<file path="config.mk">
export PLATFORM = sky130hd
export DESIGN_NAME = bus_arbiter
export DESIGN_NICKNAME = d
export VERILOG_FILES = /design/src/rtl/bus_pkg.sv /design/src/rtl/bus_hold_timer.sv /design/src/rtl/bus_arbiter.sv
export SDC_FILE = /design/constraint.sdc
export NUM_CORES = 1
export LEC_CHECK = 0
export CORE_MARGIN = 2
export CORE_UTILIZATION = 40
export DETAILED_ROUTE_END_ITERATION = 10
export DONT_BUFFER_PORTS = 1
export PLACE_DENSITY = 0.66
export SLEW_MARGIN = 0
export SYNTH_ARGS = -nofsm -noshare
export SYNTH_HDL_FRONTEND = slang
export SYNTH_SLANG_ARGS = --single-unit
export TNS_END_PERCENT = 5
</file>
<file path="constraint.sdc">
create_clock -name clk -period 2.5 [get_ports clk]
set_input_delay 0.375 -clock clk [delete_from_list [all_inputs] [get_ports clk]]
set_output_delay 0.375 -clock clk [all_outputs]
set_load 0.1 [all_outputs]
</file>
<file path="src/rtl/bus_pkg.sv">
// Shared definitions for the two-device bus arbiter.
//   state_t          : arbiter FSM states (IDLE, OWN_1, OWN_2)
//   owner_t          : encoding of the last device that was granted the bus
//   MAX_HOLD_DEFAULT : default cap on consecutive cycles under contention
//   DATA_W_DEFAULT   : default bus / data port width
//   hold_cnt_width() : width needed to hold a count of 0..max_hold
package bus_pkg;

  localparam int MAX_HOLD_DEFAULT = 4;
  localparam int DATA_W_DEFAULT   = 8;

  typedef enum logic [1:0] {
    IDLE  = 2'd0,
    OWN_1 = 2'd1,
    OWN_2 = 2'd2
  } state_t;

  typedef enum logic {
    OWNER_1 = 1'b0,
    OWNER_2 = 1'b1
  } owner_t;

  function automatic int hold_cnt_width(input int max_hold);
    return $clog2(max_hold + 1);
  endfunction

endpackage

</file>
<file path="src/rtl/bus_hold_timer.sv">
// Ownership hold counter for the bus arbiter.
// Counts how many consecutive cycles the current owner has held the bus.
//   clk, rst : clock and synchronous active-high reset (count -> 0)
//   start    : ownership begins next cycle; count loads 1
//   keep     : ownership continues next cycle; count increments, saturating
//   count    : current hold count, 0 when nobody owns the bus
//   expired  : count has reached MAX_HOLD
module bus_hold_timer
  import bus_pkg::*;
#(
  parameter int MAX_HOLD = MAX_HOLD_DEFAULT,
  localparam int CW = hold_cnt_width(MAX_HOLD)
) (
  input  logic          clk,
  input  logic          rst,
  input  logic          start,
  input  logic          keep,
  output logic [CW-1:0] count,
  output logic          expired
);

  assign expired = (count == CW'(MAX_HOLD));

  always_ff @(posedge clk) begin
    if (rst) begin
      count <= '0;
    end else if (start) begin
      count <= CW'(1);
    end else if (keep) begin
      // Saturate so an uncontested owner can sit on the bus forever
      // without the count wrapping back below MAX_HOLD.
      if (!expired) begin
        count <= count + CW'(1);
      end
    end else begin
      count <= '0;
    end
  end

endmodule

</file>
<file path="src/rtl/bus_arbiter.sv">
// Two-device round-robin bus arbiter with bounded hold time.
//
//   state | meaning
//   ------+---------------------------------------------------------
//   IDLE  | nobody owns the bus, bus driven to zero
//   OWN_1 | device 1 owns the bus, bus = data_in_1, gnt_1 high
//   OWN_2 | device 2 owns the bus, bus = data_in_2, gnt_2 high
//
// Ports:
//   clk, rst               : clock, synchronous active-high reset
//   req_1, req_2           : bus requests, held while the bus is wanted
//   data_in_1, data_in_2   : data driven by each device
//   gnt_1, gnt_2           : registered grants (mutually exclusive)
//   bus                    : shared bus, combinational mux on state
//   bus_valid              : a grant is active
//   data_out_1, data_out_2 : bus readback to each device
module bus_arbiter
  import bus_pkg::*;
#(
  parameter int N        = DATA_W_DEFAULT,
  parameter int MAX_HOLD = MAX_HOLD_DEFAULT
) (
  input  logic         clk,
  input  logic         rst,
  input  logic         req_1,
  input  logic         req_2,
  input  logic [N-1:0] data_in_1,
  input  logic [N-1:0] data_in_2,
  output logic         gnt_1,
  output logic         gnt_2,
  output logic [N-1:0] bus,
  output logic         bus_valid,
  output logic [N-1:0] data_out_1,
  output logic [N-1:0] data_out_2
);

  localparam int CW = hold_cnt_width(MAX_HOLD);

  if (MAX_HOLD < 1 || MAX_HOLD > 255) begin : g_bad_max_hold
    $error("bus_arbiter: MAX_HOLD must be in 1..255");
  end

  state_t        state;
  state_t        state_nxt;
  owner_t        last_owner;
  logic [CW-1:0] hold_cnt;
  logic          hold_expired;
  logic          timer_start;
  logic          timer_keep;

  // Next-state decision. In an OWN state the owner gives up the bus
  // either by dropping its request or by being preempted once it has
  // held the bus MAX_HOLD cycles while the other device is waiting.
  always_comb begin
    state_nxt = state;
    case (state)
      IDLE: begin
        if (req_1 && req_2) begin
          state_nxt = (last_owner == OWNER_2) ? OWN_1 : OWN_2;
        end else if (req_1) begin
          state_nxt = OWN_1;
        end else if (req_2) begin
          state_nxt = OWN_2;
        end else begin
          state_nxt = IDLE;
        end
      end
      OWN_1: begin
        if (!req_1) begin
          state_nxt = req_2 ? OWN_2 : IDLE;
        end else if (req_2 && hold_expired) begin
          state_nxt = OWN_2;
        end else begin
          state_nxt = OWN_1;
        end
      end
      OWN_2: begin
        if (!req_2) begin
          state_nxt = req_1 ? OWN_1 : IDLE;
        end else if (req_1 && hold_expired) begin
          state_nxt = OWN_1;
        end else begin
          state_nxt = OWN_2;
        end
      end
      default: state_nxt = IDLE;
    endcase
  end

  // A handover between owners counts as a fresh entry, so the timer
  // reloads rather than continuing from the previous owner's count.
  assign timer_start = (state_nxt != IDLE) && (state_nxt != state);
  assign timer_keep  = (state_nxt != IDLE) && (state_nxt == state);

  bus_hold_timer #(
    .MAX_HOLD (MAX_HOLD)
  ) u_hold_timer (
    .clk     (clk),
    .rst     (rst),
    .start   (timer_start),
    .keep    (timer_keep),
    .count   (hold_cnt),
    .expired (hold_expired)
  );

  always_ff @(posedge clk) begin
    if (rst) begin
      state      <= IDLE;
      gnt_1      <= 1'b0;
      gnt_2      <= 1'b0;
      // Device 1 wins the first tie after reset.
      last_owner <= OWNER_2;
    end else begin
      state <= state_nxt;
      gnt_1 <= (state_nxt == OWN_1);
      gnt_2 <= (state_nxt == OWN_2);
      if (timer_start) begin
        last_owner <= (state_nxt == OWN_1) ? OWNER_1 : OWNER_2;
      end
    end
  end

  always_comb begin
    bus = '0;
    case (state)
      OWN_1:   bus = data_in_1;
      OWN_2:   bus = data_in_2;
      default: bus = '0;
    endcase
  end

  assign bus_valid  = gnt_1 | gnt_2;
  assign data_out_1 = bus;
  assign data_out_2 = bus;

  a_grant_onehot : assert property (@(posedge clk) disable iff (rst)
    !(gnt_1 && gnt_2));

  a_hold_bounded : assert property (@(posedge clk) disable iff (rst)
    hold_cnt <= CW'(MAX_HOLD));

  a_grant_matches_state : assert property (@(posedge clk) disable iff (rst)
    (gnt_1 == (state == OWN_1)) && (gnt_2 == (state == OWN_2)));

endmodule

</file>
==> impl_metrics.json, run 1 <==
{
  "cts_buffers": 3,
  "synth_common_cells": "buf_4 (16), a22oi_1 (9), dfxtp_1 (8), nor2b_1 (8)",
  "clock_sinks": 8,
  "synth.largest_area_cell": "dfxtp_1",
  "synth_top_flop_cell": "dfxtp_1",
  "synth_area_leaders": "dfxtp_1 (21%), buf_4 (15%), ha_1 (9.6%), a22oi_1 (8.7%), nor2b_1 (6.4%)",
  "portBuffers": 0,
  "arrival_ns": 1.96,
  "post-route-drc-count": 0,
  "grt_pass1_vias": 539,
  "power-per-cell-area_nw_per_um2": 645,
  "synth_top_family_by_area": "compound AO/OA/AOI/OAI gates",
  "gp_congestion": 0.782,
  "synth_mux_area_frac": 0.0321,
  "fin_hold_ws_ns": 0.260,
  "dieArea_um2": 2320,
  "max-vdd-ir-drop_mv": 0.310,
  "r2r_cells": 7,
  "yosysSeqAreaShare": 0.205,
  "period_needed_ns": 2.33,
  "fillers": 150,
  "startpoint_type": "flip-flop",
  "intPower_uw": 306,
  "synthSimpleGateAreaFrac": 0.225,
  "p_seq_frac": 0.236,
  "synthXorXnorAreaFrac": 0.0225,
  "antenna_found_initial": 0,
  "rsz0062_at_grt": "false",
  "cap_viol_max_count": 0,
  "finish.utilization": 0.558,
  "dr.pass1.iters": 4,
  "synth_edf_count": 0,
  "nNetsFinal": 126,
  "wl_per_cell_um": 13.4,
  "clock_latency_ns": 0.25,
  "syn_area_um2": 779,
  "relSlewSlack": 0.661,
  "grt-ovfl-total": 0,
  "async_flop_share": 0,
  "grt_max_degree": 13,
  "combPwrFrac": 0.611,
  "cts_root_buffer": "clkbuf_4",
  "ys_warn_count": 0,
  "cts_max_level": 1,
  "viasPerCell": 5.52,
  "dp_hpwl_mm": 1.29,
  "post_cts_resized": 0,
  "holdPathEnd": "last_owner$_SDFFE_PP1P_",
  "switchingPower_uw": 335,
  "period_share": 0.934,
  "synth_cell_type_count": 31,
  "antenna_cells": 0,
  "post_cts_buffers": 0,
  "synth_area_per_cell_um2": 8.12,
  "grt_usage": 0.140,
  "drtIter0Drc": 13,
  "yosysTopAreaCellShare": 0.205,
  "vias": 679,
  "core-area_um2": 1780,
  "ios": 47,
  "fin_worst_skew_ns": 0.000810,
  "fin_total_pwr_uw": 642,
  "routed_wl_mm": 1.64,
  "setup_viol": 0,
  "timing.rr.end": "last_owner$_SDFFE_PP1P_",
  "ys_ff_latch": 8,
  "drtAntennaViolNets": 0,
  "pwr-share-clk": 0.152,
  "status": "finished clean",
  "drv_slew": 0,
  "synth_most_common_cell": "buf_4",
  "r2r_slack_ns": 0.34,
  "syn_inst": 96,
  "grt_pass1_wl_mm": 2.21,
  "area_growth_pct": 27.6,
  "start_util": 0.437,
  "rows": 15,
  "reg2reg_from": "state[0]$_SDFF_PP0_",
  "endpoint_kind": "output pin",
  "fmax_ghz": 0.428,
  "min_path_type": "in2reg",
  "drive_gt1_frac": 0.367,
  "hold_buffers": 0,
  "synth_nets": 122,
  "cts_tree": "built",
  "clk_pin_slew_ns": 0.05,
  "cts_max_path_buffers": 2,
  "hp-start": "rst",
  "synth_compound_area_frac": 0.228,
  "hold_path_depth": 1,
  "switching_share": 0.523,
  "critical_path_class": "reg2out",
  "fp.dieW_um": 48.1,
  "synth_adder_area_share": 0.0963,
  "tightestPinTransition_ns": 0.511,
  "crit_required_ns": 2.12,
  "crit_fanout": 11,
  "p_leak_nw": 0.396,
  "fp.dieH_um": 48.1,
  "timing.final.hold_violations": 0
}
logic make-up after synthesis:
family	count (synthesis)
AND/OR/NAND/NOR	32
AO/OA/AOI/OAI	23
buffers and inverters	23
flip-flops	8
adder cells (fa/ha/maj)	6
XOR/XNOR	2
multiplexers	2
critical path, cell delays in order, from the launching register on:
cell,delay [ns]
dfxtp_1,0.35
inv_1,0.20
ha_1,0.46
a22oi_1,0.21
nor2b_4,0.18
buf_4,0.30
how the worst max path moves through the flow:
stage                         endpoint                start  slack (ns)  cells after the start
4_1_cts                  data_out_1[6]  state[1]$_SDFF_PP0_        0.16                      5
6_report                 data_out_1[6]  state[1]$_SDFF_PP0_        0.17                      5
2_1_floorplan            data_out_1[6]  state[1]$_SDFF_PP0_       -0.11                      6
5_1_grt                  data_out_1[5]  state[1]$_SDFF_PP0_        0.05                      5
3_5_place_dp   last_owner$_SDFFE_PP1P_  state[0]$_SDFF_PP0_        0.38                      7
3_3_place_gp   last_owner$_SDFFE_PP1P_  state[0]$_SDFF_PP0_        0.45                      7
metal layers:
layer | GRT usage | share of wire
met1 | 0.139 | 0.38
met2 | 0.245 | 0.52
met3 | 0.0630 | 0.079
met4 | 0.0703 | 0.019
met5 | 0 | 0
power by group through the flow:
stage               Sequential (mW)  Combinational [mW]  Clock (mW)
floorplan                     0.173               0.309           0
global placement              0.153               0.388           0
detailed placement            0.154               0.392           0
CTS                           0.151               0.394      0.0996
global route                  0.153               0.410       0.104
finish                        0.152               0.392      0.0976
area by class of cell:
cell class / instances / area [um^2] / share of cell area
multi-input combinational: 65 / 531 / 0.533
tap: 25 / 31.3 / 0.0314
timing repair buffer: 18 / 235 / 0.236
inverter: 4 / 15.0 / 0.0151
sequential: 8 / 160 / 0.161
clock buffer: 3 / 22.5 / 0.0226
through the flow:
step	instances	cell area, um^2	setup slack [ns]	TNS (ns)
detailed placement	120	972	0.382	0
CTS	123	995	0.158	0
floorplan	96	805	-0.114	-1.38
finish	123	995	0.165	0
global placement	120	972	0.447	0
global route	123	995	0.0468	0
placed cells by master (no fill, tap or decap):
cell type | Yosys | routed
o41a_1 | 1 | 1
nor2_1 | 6 | 6
buf_4 | 16 | 10
o22ai_1 | 1 | 1
a31oi_1 | 1 | 1
o21ai_2 | 1 | 1
clkbuf_4 | 0 | 3
xnor2_1 | 2 | 2
nor2b_4 | 0 | 8
nand2_1 | 5 | 5
a21boi_0 | 1 | 1
a22oi_1 | 9 | 9
a21oi_1 | 4 | 4
nand2_2 | 1 | 1
nor3b_2 | 1 | 1
o21ai_0 | 1 | 1
mux2i_1 | 1 | 1
a21o_1 | 1 | 1
a211o_1 | 1 | 1
nor3_1 | 4 | 4
nor4_1 | 2 | 2
buf_12 | 0 | 8
or2_2 | 2 | 2
ha_1 | 6 | 6
nand3b_1 | 2 | 2
o21a_1 | 1 | 1
inv_1 | 4 | 4
dfxtp_1 | 8 | 8
nand3_1 | 1 | 1
mux2_4 | 1 | 1
a31oi_4 | 1 | 1
state kept, by name (all words and copies together), names as in the netlist:
name	count
gnt_1	1
last_owner	1
u_hold_timer.count	3
gnt_2	1
state	2
Power figures use the tool's default switching activity.
==> run 2: changes to the inputs <==
--- a/config.mk
+++ b/config.mk
@@ -6,10 +6,10 @@
 export NUM_CORES = 1
 export LEC_CHECK = 0
 export CORE_MARGIN = 2
-export CORE_UTILIZATION = 40
+export CORE_UTILIZATION = 60
 export DETAILED_ROUTE_END_ITERATION = 10
 export DONT_BUFFER_PORTS = 1
-export PLACE_DENSITY = 0.66
+export PLACE_DENSITY = 0.88
 export SLEW_MARGIN = 0
 export SYNTH_ARGS = -nofsm -noshare
 export SYNTH_HDL_FRONTEND = slang
==> run 2 against run 1 <==
Clock skew up 0.0015 ns. Combinational power up 3%. Setup slack better by 0.0027 ns. Utilization up 29 points. Critical path depth unchanged. Worst hold slack better by 0.00058 ns. Sequential share of layout area up 0.23 points. Clock power about the same. Clock-buffer cell count unchanged. Via count up 4.3%. Non-clock buffer count unchanged. Critical endpoint is now bus[3].
==> impl_metrics.json, run 2 (synthesis gave the netlist of run 1 again) <==
{
  "use_met1": 0.252,
  "drtIter0Drc": 33,
  "viasPerCell": 6.32,
  "final_common_cell": "buf_4",
  "cts_max_level": 1,
  "hold_path_depth": 1,
  "fin_total_pwr_uw": 657,
  "crit_required_ns": 2.12,
  "grt_max_degree": 13,
  "fin_area_um2": 981,
  "grt-ovfl-total": 0,
  "p_leak_nw": 0.396,
  "tightestPinTransition_ns": 0.511,
  "fp.dieW_um": 40.0,
  "largest_reg_flops": 3,
  "min_path_type": "in2reg",
  "place_area_um2": 958,
  "setup_viol": 0,
  "fmax_ghz": 0.429,
  "wl_per_cell_um": 18.2,
  "r2r_slack_ns": 0.22,
  "drive_gt1_frac": 0.367,
  "r2r_cells": 7,
  "cts_buffers": 3,
  "reg2reg_from": "state[0]$_SDFF_PP0_",
  "gp_congestion": 0.821,
  "endpoint_kind": "output pin",
  "drtAntennaViolNets": 0,
  "top_usage_layer": "met2",
  "nNetsFinal": 126,
  "clock_latency_ns": 0.26,
  "critical_path_class": "reg2out",
  "max-vdd-ir-drop_mv": 0.679,
  "met3_usage": 0.0778,
  "layout_common_cells": "buf_4 (10), a22oi_1 (9), nor2b_4 (8), dfxtp_1 (8), buf_12 (8)",
  "timing.rr.end": "u_hold_timer.count[2]$_SDFFE_PP0P_",
  "power-per-cell-area_nw_per_um2": 670,
  "area_growth_pct": 25.8,
  "dp_cells": 109,
  "routed_wl_mm": 2.03,
  "hp-start": "rst",
  "dieArea_um2": 1600,
  "vias": 708,
  "cts_root_buffer": "clkbuf_4",
  "fillers": 53,
  "post_cts_buffers": 0,
  "fp.dieH_um": 40.0,
  "cts_max_path_buffers": 2,
  "max_flop_register": "u_hold_timer.count",
  "grt_pass1_wl_mm": 2.89,
  "arrival_ns": 1.96,
  "antenna_cells": 0,
  "dr.pass1.iters": 4,
  "post-route-drc-count": 0,
  "crit_fanout": 12,
  "clock_sinks": 8,
  "period_share": 0.933,
  "portBuffers": 0,
  "cap_viol_max_count": 0,
  "startpoint_type": "flip-flop",
  "post_cts_resized": 0,
  "antenna_found_initial": 0,
  "cts_tree": "built",
  "hold_buffers": 0,
  "dp_hpwl_mm": 1.58,
  "holdPathEnd": "last_owner$_SDFFE_PP1P_",
  "fin_cells": 112,
  "fin_worst_skew_ns": 0.00234,
  "finish.utilization": 0.848,
  "clk_pin_slew_ns": 0.05,
  "drv_slew": 0,
  "period_needed_ns": 2.33,
  "relSlewSlack": 0.661,
  "grt_pass1_vias": 686,
  "rows": 12,
  "timing.final.hold_violations": 0,
  "core-area_um2": 1160,
  "status": "finished clean",
  "grtUsageMet2": 0.552,
  "biggestRegsByFlops": "u_hold_timer.count x3, state x2",
  "grt_usage": 0.285,
  "start_util": 0.674,
  "rsz0062_at_grt": "false",
  "ios": 47
}
## run 2: cell counts in the layout (fill, tap and decap cells not counted)
No cell type changed its count.
## run 2: stage by stage
stage / setup slack, ns / hold WS, ns / setup TNS (ns)
6_report: 0.168 / 0.261 / 0
5_1_grt: 0.101 / 0.261 / 0
4_1_cts: 0.199 / 0.259 / 0
3_5_place_dp: 0.289 / 0.527 / 0
3_3_place_gp: 0.454 / 0.520 / 0
2_1_floorplan: -0.114 / 0.503 / -1.38
## run 2: critical path, cell delays in order (launching register included)
cell     delay, ns
dfxtp_1       0.39
inv_1         0.15
ha_1          0.44
a22oi_1       0.22
nor2b_4       0.18
buf_4         0.31
## run 2: layer usage
metal,part of all wire,vias to the layer above
met5,0,-
met4,0.025,0
met3,0.071,6
met2,0.57,49
met1,0.34,327
li1,-,326
## run 2: worst max-delay path by stage
| stage | from | to | cells past startpoint |
|---|---|---|---|
| 2_1_floorplan | state[1]$_SDFF_PP0_ | data_out_1[6] | 6 |
| 3_3_place_gp | state[0]$_SDFF_PP0_ | last_owner$_SDFFE_PP1P_ | 7 |
| 3_5_place_dp | state[0]$_SDFF_PP0_ | u_hold_timer.count[2]$_SDFFE_PP0P_ | 7 |
| 4_1_cts | state[0]$_SDFF_PP0_ | bus[3] | 5 |
| 5_1_grt | state[0]$_SDFF_PP0_ | bus[3] | 5 |
| 6_report | state[0]$_SDFF_PP0_ | bus[3] | 5 |
## run 2: area by class of cell
type	instances	area, um^2	area share
Inverter	4	15.0	0.0153
Multi-Input combinational cell	65	531	0.541
Sequential cell	8	160	0.163
Clock buffer	3	22.5	0.0230
Timing Repair Buffer	18	235	0.240
Tap cell	14	17.5	0.0179
## run 2: where the power goes
part | internal [mW] | total [mW] | leakage, nW | switching [mW]
clock | 0.0551 | 0.101 | 0.0138 | 0.0459
combinational | 0.112 | 0.403 | 0.316 | 0.291
sequential | 0.140 | 0.153 | 0.0656 | 0.0135
